`config.mk`:
```
export PLATFORM = sky130hd
export DESIGN_NAME = dbus_ctrl_flat
export DESIGN_NICKNAME = d
export VERILOG_FILES = /design/src/rtl/dbus_pkg.sv /design/src/rtl/dbus_if.sv /design/src/rtl/uart_tx_q.sv /design/src/rtl/dbus_ctrl.sv /design/src/flat_wrapper.sv
export SDC_FILE = /design/constraint.sdc
export NUM_CORES = 1
export LEC_CHECK = 0
export BUFFER_PORTS_ARGS = -buffer_cell sky130_fd_sc_hd__clkbuf_2
export CORE_MARGIN = 3
export CORE_UTILIZATION = 47
export CTS_CLUSTER_SIZE = 20
export DETAILED_ROUTE_END_ITERATION = 7
export GPL_ROUTABILITY_DRIVEN = 0
export PLACE_DENSITY = 0.78
export SYNTH_ARGS = -nofsm -noshare
export SYNTH_HDL_FRONTEND = slang
export SYNTH_SLANG_ARGS = --single-unit
```
`constraint.sdc`:
```
create_clock -name clk -period 3.5 [get_ports clk]
set_input_delay 0.875 -clock clk [delete_from_list [all_inputs] [get_ports clk]]
set_output_delay 0.875 -clock clk [all_outputs]
set_load 0.005 [all_outputs]
```
`src/rtl/dbus_pkg.sv`:
```
// Shared definitions for the data-side bus controller: MMIO map, STATUS layout, UART FSM encoding.
package dbus_pkg;

    localparam logic [31:0] MMIO_BASE     = 32'h8000_0000;
    localparam logic [31:0] UART_DATA_OFS = 32'h0000_0000;
    localparam logic [31:0] UART_STAT_OFS = 32'h0000_0004;

    localparam int unsigned STAT_FULL    = 0;
    localparam int unsigned STAT_BUSY    = 1;
    localparam int unsigned STAT_ERR     = 2;
    localparam int unsigned STAT_CNT_LSB = 8;
    localparam int unsigned STAT_CNT_W   = 8;

    typedef enum logic [1:0] {
        TX_IDLE  = 2'd0,
        TX_START = 2'd1,
        TX_DATA  = 2'd2,
        TX_STOP  = 2'd3
    } tx_state_t;

    // Halfword stores need addr[0]=0, word stores need addr[1:0]=0.
    function automatic logic misaligned(input logic [3:0] we, input logic [1:0] ofs);
        return (we[1] && ofs[0]) || (we[3] && (ofs != 2'b00));
    endfunction

endpackage

```
`src/rtl/dbus_if.sv`:
```
// Core EM-stage memory port: core is master, bus controller is slave.
interface dbus_if;
    logic [31:0] mem_addr;
    logic        mem_oe;
    logic [31:0] mem_wdata;
    logic [3:0]  mem_we;
    logic [31:0] mem_rdata;
    logic        mem_valid;
    logic        mem_ready;

    modport master (output mem_addr, mem_oe, mem_wdata, mem_we,
                    input  mem_rdata, mem_valid, mem_ready);
    modport slave  (input  mem_addr, mem_oe, mem_wdata, mem_we,
                    output mem_rdata, mem_valid, mem_ready);
endinterface

```
`src/rtl/uart_tx_q.sv`:
```
// Circular TX FIFO feeding an 8N1 LSB-first serial shifter.
module uart_tx_q
    import dbus_pkg::*;
#(
    parameter int unsigned UART_DIV  = 868,
    parameter int unsigned TXQ_DEPTH = 16
) (
    input  logic                  clk,
    input  logic                  rst_n,
    input  logic                  push,
    input  logic [7:0]            pdata,
    output logic                  full,
    output logic [STAT_CNT_W-1:0] count,
    output logic                  busy,
    output logic                  tx
);

    localparam int unsigned PW = $clog2(TXQ_DEPTH);
    localparam int unsigned CW = PW + 1;
    localparam int unsigned DW = (UART_DIV > 1) ? $clog2(UART_DIV) : 1;

    logic [7:0]    q [TXQ_DEPTH];
    logic [PW-1:0] wr_ptr, rd_ptr;
    logic [CW-1:0] cnt;
    tx_state_t     state, state_n;
    logic [DW-1:0] div_cnt, div_n;
    logic [2:0]    idx, idx_n;
    logic [7:0]    sh, sh_n;
    logic          tx_n;
    logic          pop;
    logic          bit_end;
    logic          do_push;

    assign full    = (cnt == CW'(TXQ_DEPTH));
    assign count   = STAT_CNT_W'(cnt);
    assign busy    = (state != TX_IDLE) || (cnt != '0);
    assign do_push = push && !full;
    assign bit_end = (state != TX_IDLE) && (div_cnt == DW'(UART_DIV - 1));

    always_ff @(posedge clk or negedge rst_n) begin
        if (!rst_n) state <= TX_IDLE;
        else        state <= state_n;
    end

    // Next state; STOP chains straight into START when more data is queued.
    always_comb begin
        state_n = state;
        pop     = 1'b0;
        case (state)
            TX_IDLE:  if (cnt != '0) begin state_n = TX_START; pop = 1'b1; end
            TX_START: if (bit_end) state_n = TX_DATA;
            TX_DATA:  if (bit_end && (idx == 3'd7)) state_n = TX_STOP;
            TX_STOP:  if (bit_end) begin
                          if (cnt != '0) begin state_n = TX_START; pop = 1'b1; end
                          else                 state_n = TX_IDLE;
                      end
            default:  state_n = TX_IDLE;
        endcase
    end

    // Datapath next values; tx is registered so it changes together with state.
    always_comb begin
        div_n = ((state == TX_IDLE) || bit_end) ? '0 : div_cnt + DW'(1);
        idx_n = idx;
        if (state != TX_DATA) idx_n = '0;
        else if (bit_end)     idx_n = idx + 3'd1;
        sh_n  = pop ? q[rd_ptr] : sh;
        case (state_n)
            TX_START: tx_n = 1'b0;
            TX_DATA:  tx_n = sh_n[idx_n];
            default:  tx_n = 1'b1;
        endcase
    end

    always_ff @(posedge clk or negedge rst_n) begin
        if (!rst_n) begin
            div_cnt <= '0;
            idx     <= '0;
            sh      <= '0;
            tx      <= 1'b1;
            wr_ptr  <= '0;
            rd_ptr  <= '0;
            cnt     <= '0;
        end else begin
            div_cnt <= div_n;
            idx     <= idx_n;
            sh      <= sh_n;
            tx      <= tx_n;
            if (do_push) wr_ptr <= wr_ptr + PW'(1);
            if (pop)     rd_ptr <= rd_ptr + PW'(1);
            case ({do_push, pop})
                2'b10:   cnt <= cnt + CW'(1);
                2'b01:   cnt <= cnt - CW'(1);
                default: cnt <= cnt;
            endcase
        end
    end

    always_ff @(posedge clk) begin
        if (do_push) q[wr_ptr] <= pdata;
    end

endmodule

```
`src/rtl/dbus_ctrl.sv`:
```
// Data bus controller: RAM/MMIO decode, byte-lane alignment, load return, UART TX at MMIO.
module dbus_ctrl
    import dbus_pkg::*;
#(
    parameter int unsigned RAM_AW    = 14,
    parameter int unsigned UART_DIV  = 868,
    parameter int unsigned TXQ_DEPTH = 16
) (
    input  logic              clk,
    input  logic              rst_n,
    dbus_if.slave             mem,
    output logic              ram_en,
    output logic [RAM_AW-1:0] ram_addr,
    output logic [3:0]        ram_we,
    output logic [31:0]       ram_wdata,
    input  logic [31:0]       ram_rdata,
    output logic              uart_tx
);

    localparam logic [31:0] DATA_ADDR = MMIO_BASE + UART_DATA_OFS;
    localparam logic [31:0] STAT_ADDR = MMIO_BASE + UART_STAT_OFS;

    logic [1:0]            ofs;
    logic                  is_mmio, is_data, is_stat, is_store, misal;
    logic                  accept, st_ok, push;
    logic                  txq_full, tx_busy, err;
    logic [STAT_CNT_W-1:0] txq_count;
    logic [31:0]           stat_val, mmio_rd;
    logic                  valid_q, mmio_q;
    logic [1:0]            addr_q;
    logic [31:0]           mmio_rd_q, rdata_now, rdata_hold;

    assign ofs      = mem.mem_addr[1:0];
    assign is_mmio  = mem.mem_addr[31];
    assign is_data  = (mem.mem_addr[31:2] == DATA_ADDR[31:2]);
    assign is_stat  = (mem.mem_addr[31:2] == STAT_ADDR[31:2]);
    assign is_store = |mem.mem_we;
    assign misal    = is_store && misaligned(mem.mem_we, ofs);

    // Only a DATA push into a full FIFO stalls the core.
    assign mem.mem_ready = !(mem.mem_oe && is_store && is_data && txq_full);
    assign accept        = mem.mem_oe && mem.mem_ready;
    assign st_ok         = accept && is_store && !misal;
    assign push          = st_ok && is_data;

    assign ram_en    = accept && !is_mmio;
    assign ram_addr  = mem.mem_addr[RAM_AW+1:2];
    assign ram_we    = (st_ok && !is_mmio) ? 4'(mem.mem_we << ofs) : 4'b0000;
    assign ram_wdata = mem.mem_wdata << {ofs, 3'b000};

    always_comb begin
        stat_val                                = '0;
        stat_val[STAT_FULL]                     = txq_full;
        stat_val[STAT_BUSY]                     = tx_busy;
        stat_val[STAT_ERR]                      = err;
        stat_val[STAT_CNT_LSB +: STAT_CNT_W]    = txq_count;
        mmio_rd = is_stat ? stat_val : 32'h0;
    end

    // Sticky error: set by any misaligned store, cleared by writing 1 to STATUS bit 2.
    always_ff @(posedge clk or negedge rst_n) begin
        if (!rst_n)                                        err <= 1'b0;
        else if (accept && misal)                          err <= 1'b1;
        else if (st_ok && is_stat && mem.mem_wdata[STAT_ERR]) err <= 1'b0;
    end

    always_ff @(posedge clk or negedge rst_n) begin
        if (!rst_n) begin
            valid_q    <= 1'b0;
            mmio_q     <= 1'b0;
            addr_q     <= '0;
            mmio_rd_q  <= '0;
            rdata_hold <= '0;
        end else begin
            valid_q <= accept && !is_store;
            if (accept && !is_store) begin
                mmio_q    <= is_mmio;
                addr_q    <= ofs;
                mmio_rd_q <= mmio_rd;
            end
            if (valid_q) rdata_hold <= rdata_now;
        end
    end

    // RAM data arrives the cycle after ram_en, so the return path is a mux around the hold register.
    assign rdata_now     = (mmio_q ? mmio_rd_q : ram_rdata) >> {addr_q, 3'b000};
    assign mem.mem_rdata = valid_q ? rdata_now : rdata_hold;
    assign mem.mem_valid = valid_q;

    uart_tx_q #(
        .UART_DIV  (UART_DIV),
        .TXQ_DEPTH (TXQ_DEPTH)
    ) u_txq (
        .clk   (clk),
        .rst_n (rst_n),
        .push  (push),
        .pdata (mem.mem_wdata[7:0]),
        .full  (txq_full),
        .count (txq_count),
        .busy  (tx_busy),
        .tx    (uart_tx)
    );

endmodule

```
`src/flat_wrapper.sv`:
```
// flat-port wrapper written by rule: the top's interface ports become plain ports
module dbus_ctrl_flat import dbus_pkg::*;
#(
    parameter int unsigned RAM_AW    = 14,
    parameter int unsigned UART_DIV  = 868,
    parameter int unsigned TXQ_DEPTH = 16
)
  (clk, rst_n, ram_en, ram_addr, ram_we, ram_wdata, ram_rdata, uart_tx, mem_mem_addr, mem_mem_oe, mem_mem_wdata, mem_mem_we, mem_mem_rdata, mem_mem_valid, mem_mem_ready);
  dbus_if mem_i ();
  input  logic clk;
  input  logic rst_n;
  output logic ram_en;
  output logic [RAM_AW-1:0] ram_addr;
  output logic [3:0] ram_we;
  output logic [31:0] ram_wdata;
  input  logic [31:0] ram_rdata;
  output logic uart_tx;
  input wire logic [$bits(mem_i.mem_addr)-1:0] mem_mem_addr;
  input wire logic [$bits(mem_i.mem_oe)-1:0] mem_mem_oe;
  input wire logic [$bits(mem_i.mem_wdata)-1:0] mem_mem_wdata;
  input wire logic [$bits(mem_i.mem_we)-1:0] mem_mem_we;
  output wire logic [$bits(mem_i.mem_rdata)-1:0] mem_mem_rdata;
  output wire logic [$bits(mem_i.mem_valid)-1:0] mem_mem_valid;
  output wire logic [$bits(mem_i.mem_ready)-1:0] mem_mem_ready;
  assign mem_i.mem_addr = mem_mem_addr;
  assign mem_i.mem_oe = mem_mem_oe;
  assign mem_i.mem_wdata = mem_mem_wdata;
  assign mem_i.mem_we = mem_mem_we;
  assign mem_mem_rdata = mem_i.mem_rdata;
  assign mem_mem_valid = mem_i.mem_valid;
  assign mem_mem_ready = mem_i.mem_ready;
  dbus_ctrl #(.RAM_AW(RAM_AW), .UART_DIV(UART_DIV), .TXQ_DEPTH(TXQ_DEPTH)) u_core (.clk(clk), .rst_n(rst_n), .mem(mem_i), .ram_en(ram_en), .ram_addr(ram_addr), .ram_we(ram_we), .ram_wdata(ram_wdata), .ram_rdata(ram_rdata), .uart_tx(uart_tx));
endmodule
```
==> flow_metrics.py <==
metrics = {
    "sta": {
        "final-hold-violation-count": 0,
        "worstMarginPinSlew_ns": 0.7764,
        "period_needed_ns": 3.320,
        "fmax_mhz": 301.2,
        "finalSetupViolations": 0,
        "rsz0062_at_grt": "no",
        "drv_slew": 0,
        "slew_headroom_pct": 48.24,
        "period_share_pct": 94.87,
        "fin_tns_setup_ns": 0,
        "finalClockSkew_ns": 0.01441,
    },
    "yosys": {
        "yosysSeqAreaShare_pct": 58.06,
        "synth_cells": 824,
        "synthTopCellsByArea": "edfxtp_1 38%, dfrtp_1 20%, mux4_2 7.1%",
        "ys_top_cells_by_count": "128 x edfxtp_1, 90 x nand2_1, 81 x dfrtp_1",
        "yosys_most_used_dff": "edfxtp_1",
        "synth-async-reset-ratio_pct": 39.05,
        "synth_edf_count": 128,
        "synth.most_common_cell": "edfxtp_1",
        "ys_ff_latch": 210,
        "synth_top_area_share_pct": 37.84,
        "syn_area_um2": 10160,
        "syn_area_per_cell_um2": 12.33,
        "synth_warnings": 0,
        "syn_nets": 943,
        "synth.distinct_cells": 64,
        "yosysTopAreaCell": "edfxtp_1",
    },
    "power": {
        "vdd_drop_max_v": 0.0002956,
        "combPwrFrac_pct": 11.8,
        "p_total_mw": 5.848,
        "p_sw_share_pct": 23.45,
        "clockPowerShare_pct": 40.4,
        "powerDensity_nw_per_um2": 477.9,
        "p_leak_nw": 5.087,
        "switchingPower_mw": 1.371,
        "p_seq_share_pct": 47.9,
        "intPower_mw": 4.476,
    },
    "placed_design": {
        "postPlaceCellArea_um2": 11500,
        "hpwlAfterDp_mm": 17.25,
        "portBuffers": 188,
    },
    "routing": {
        "wl_per_cell_um": 18.39,
        "viasPerCell": 5.513,
        "drt_wl_total_mm": 24.11,
        "ant_nets": 0,
        "drtIter0Drc": 499,
        "num_vias": 7227,
        "drc": 0,
        "first_pass_iters": 4,
    },
    "setup_path": {
        "crit_arrival_ns": 2.45,
        "worstSetupEndpointType": "output port",
        "cp-start-kind": "input pin",
        "cp.required_ns": 2.62,
        "critPathMaxFanout": 5,
        "critPathKind": "input pin to output port",
        "r2r_cells": 14,
    },
    "layout": {
        "fin_nets": 1141,
        "stdcell_area_um2": 12240,
        "area.growth.synth_to_final_pct": 20.47,
        "n_antenna_cell": 0,
        "final_layout_size_suffix_gt1_share_pct": 32.05,
    },
    "clocking": {
        "clock-sinks": 210,
        "worst_skew_pair.late_latency_ns": 0.51,
        "cts_hold_buf": 0,
        "cts-htree-levels": 1,
        "cts_buffer_depth": 3,
        "cts_tree": "yes",
        "root_buffer": "clkbuf_16",
        "clkTransAtPathRegs_ns": 0.06,
        "cts_buffers": 22,
    },
    "floorplanning": {
        "num_rows": 53,
        "initial_core_util_pct": 48.02,
        "io_pins": 189,
        "core-area_um2": 21150,
        "die_area_um2": 23410,
        "die_h_um": 153.0,
        "die_w_um": 153.0,
    },
    "flow_run": {
        "cap_violations": 0,
    },
    "global_routing": {
        "grt_pass1_vias": 7451,
        "antenna_found_initial": 0,
        "grt_usage_pct": 20.55,
        "grt_max_degree": 61,
        "globalRouteOverflowTotal": 0,
        "grt_pass1_wl_mm": 39.36,
    },
    "status": {
        "outcome": "finished clean",
    },
    "min_path": {
        "min_path_type": "input pin to asynchronous set/reset pin",
    },
}
==> cells by family after synthesis <==
group	count (synthesis)	share of synthesized area (%)
and+or+nand+nor	255	12.36
DFF	210	58.06
AOI/OAI and AO/OA	136	8.290
buffers and inverters	96	4.398
muxes	90	13.12
xor gates and xnor gates	21	1.811
adders and majority gates	16	1.971
==> final cells by class <==
class	count	area (um^2)
Clock buffer	28	593.1
Clock inverter	10	137.6
Fill cell	1689	8917
Inverter	36	135.1
Multi-Input combinational cell	518	3827
Sequential cell	210	5898
Tap cell	275	344.1
Timing Repair Buffer	234	1301
==> worst paths after layout <==
kind | startpoint | end | slack, ns
worst max-delay path | mem_mem_we[1] | ram_we[3] | 0.18
worst min-delay path | rst_n | u_core.u_txq.sh[6] | 0.45
worst max register to register | u_core.u_txq.div_cnt[0] | u_core.u_txq.cnt[4] | 0.55
worst min register to register | u_core.u_txq.sh[3] | u_core.u_txq.sh[3] | 0.48
max in group asynchronous | rst_n | u_core.rdata_hold[8] | 2.37
min in group clk | u_core.u_txq.sh[3] | u_core.u_txq.sh[3] | 0.48
==> registers in the layout, summed over array words and instances (netlist names), 3 cells and up <==
name	cells
u_core.u_txq.wr_ptr	4
u_core.u_txq.cnt	5
u_core.u_txq.idx	3
u_core.u_txq.rd_ptr	4
u_core.mmio_rd_q	8
u_core.u_txq.sh	8
u_core.u_txq.div_cnt	10
u_core.rdata_hold	32
u_core.u_txq.q	128
==> worst max-delay path, stage by stage <==
cell,delay [ns]
clkbuf_2,0.12
nor4_2,0.33
nor2_1,0.09
nand2_1,0.07
o21ai_1,0.07
or4_1,0.54
a211oi_1,0.20
clkbuf_2,0.15
==> cells in the final DEF (no fill, tap or decap), types with 7 or more instances in the layout <==
cell type,Yosys,layout
ha_1,16,16
clkbuf_16,0,22
and2_1,10,10
edfxtp_1,128,128
nand3_1,23,23
o21ai_0,40,40
inv_1,34,34
a21oi_1,40,40
mux2_2,13,13
mux2i_1,39,39
dfrtp_1,81,80
xor2_1,12,12
nor2b_1,20,19
nand2_1,90,90
nor2_1,58,58
nor3_1,10,10
a22oi_1,7,7
clkbuf_2,0,187
a211oi_1,12,12
xnor2_1,9,9
mux4_2,32,32
buf_4,14,46
==> metrics by stage <==
stage	util [%]	hold slack (ns)	cells	setup WS (ns)
global route	57.85	0.4936	1311	0.01604
detailed placement	54.36	0.4638	1273	-0.09220
finish	57.85	0.4484	1311	0.1796
floorplan	-	0.4340	824	0.009862
CTS	57.81	0.4619	1311	0.08367
global placement	54.36	0.4571	1273	0.06002
==> power by group through the flow <==
stage               sequential (mW)  clock [mW]  combinational (mW)
finish                         2.80        2.36               0.687
floorplan                      2.82           0               0.369
global route                   2.82        2.51               0.771
detailed placement             2.85           0               0.689
global placement               2.84           0               0.671
CTS                            2.80        2.40               0.693
==> layer usage <==
layer / wire length (um) / vias up / GRT usage [%]
li1: - / 3410 / -
met1: 10010 / 3537 / 27.23
met2: 12200 / 234 / 35.89
met3: 1305 / 46 / 2.888
met4: 594 / 0 / 5.388
met5: 0 / - / 0
==> timing repair <==
item | in CTS | in global routing
buffers inserted | 0 | 0
gates resized for setup | 0 | 2
endpoints found under the setup margin | 0 | 8
(Power assumes the default switching activity.)
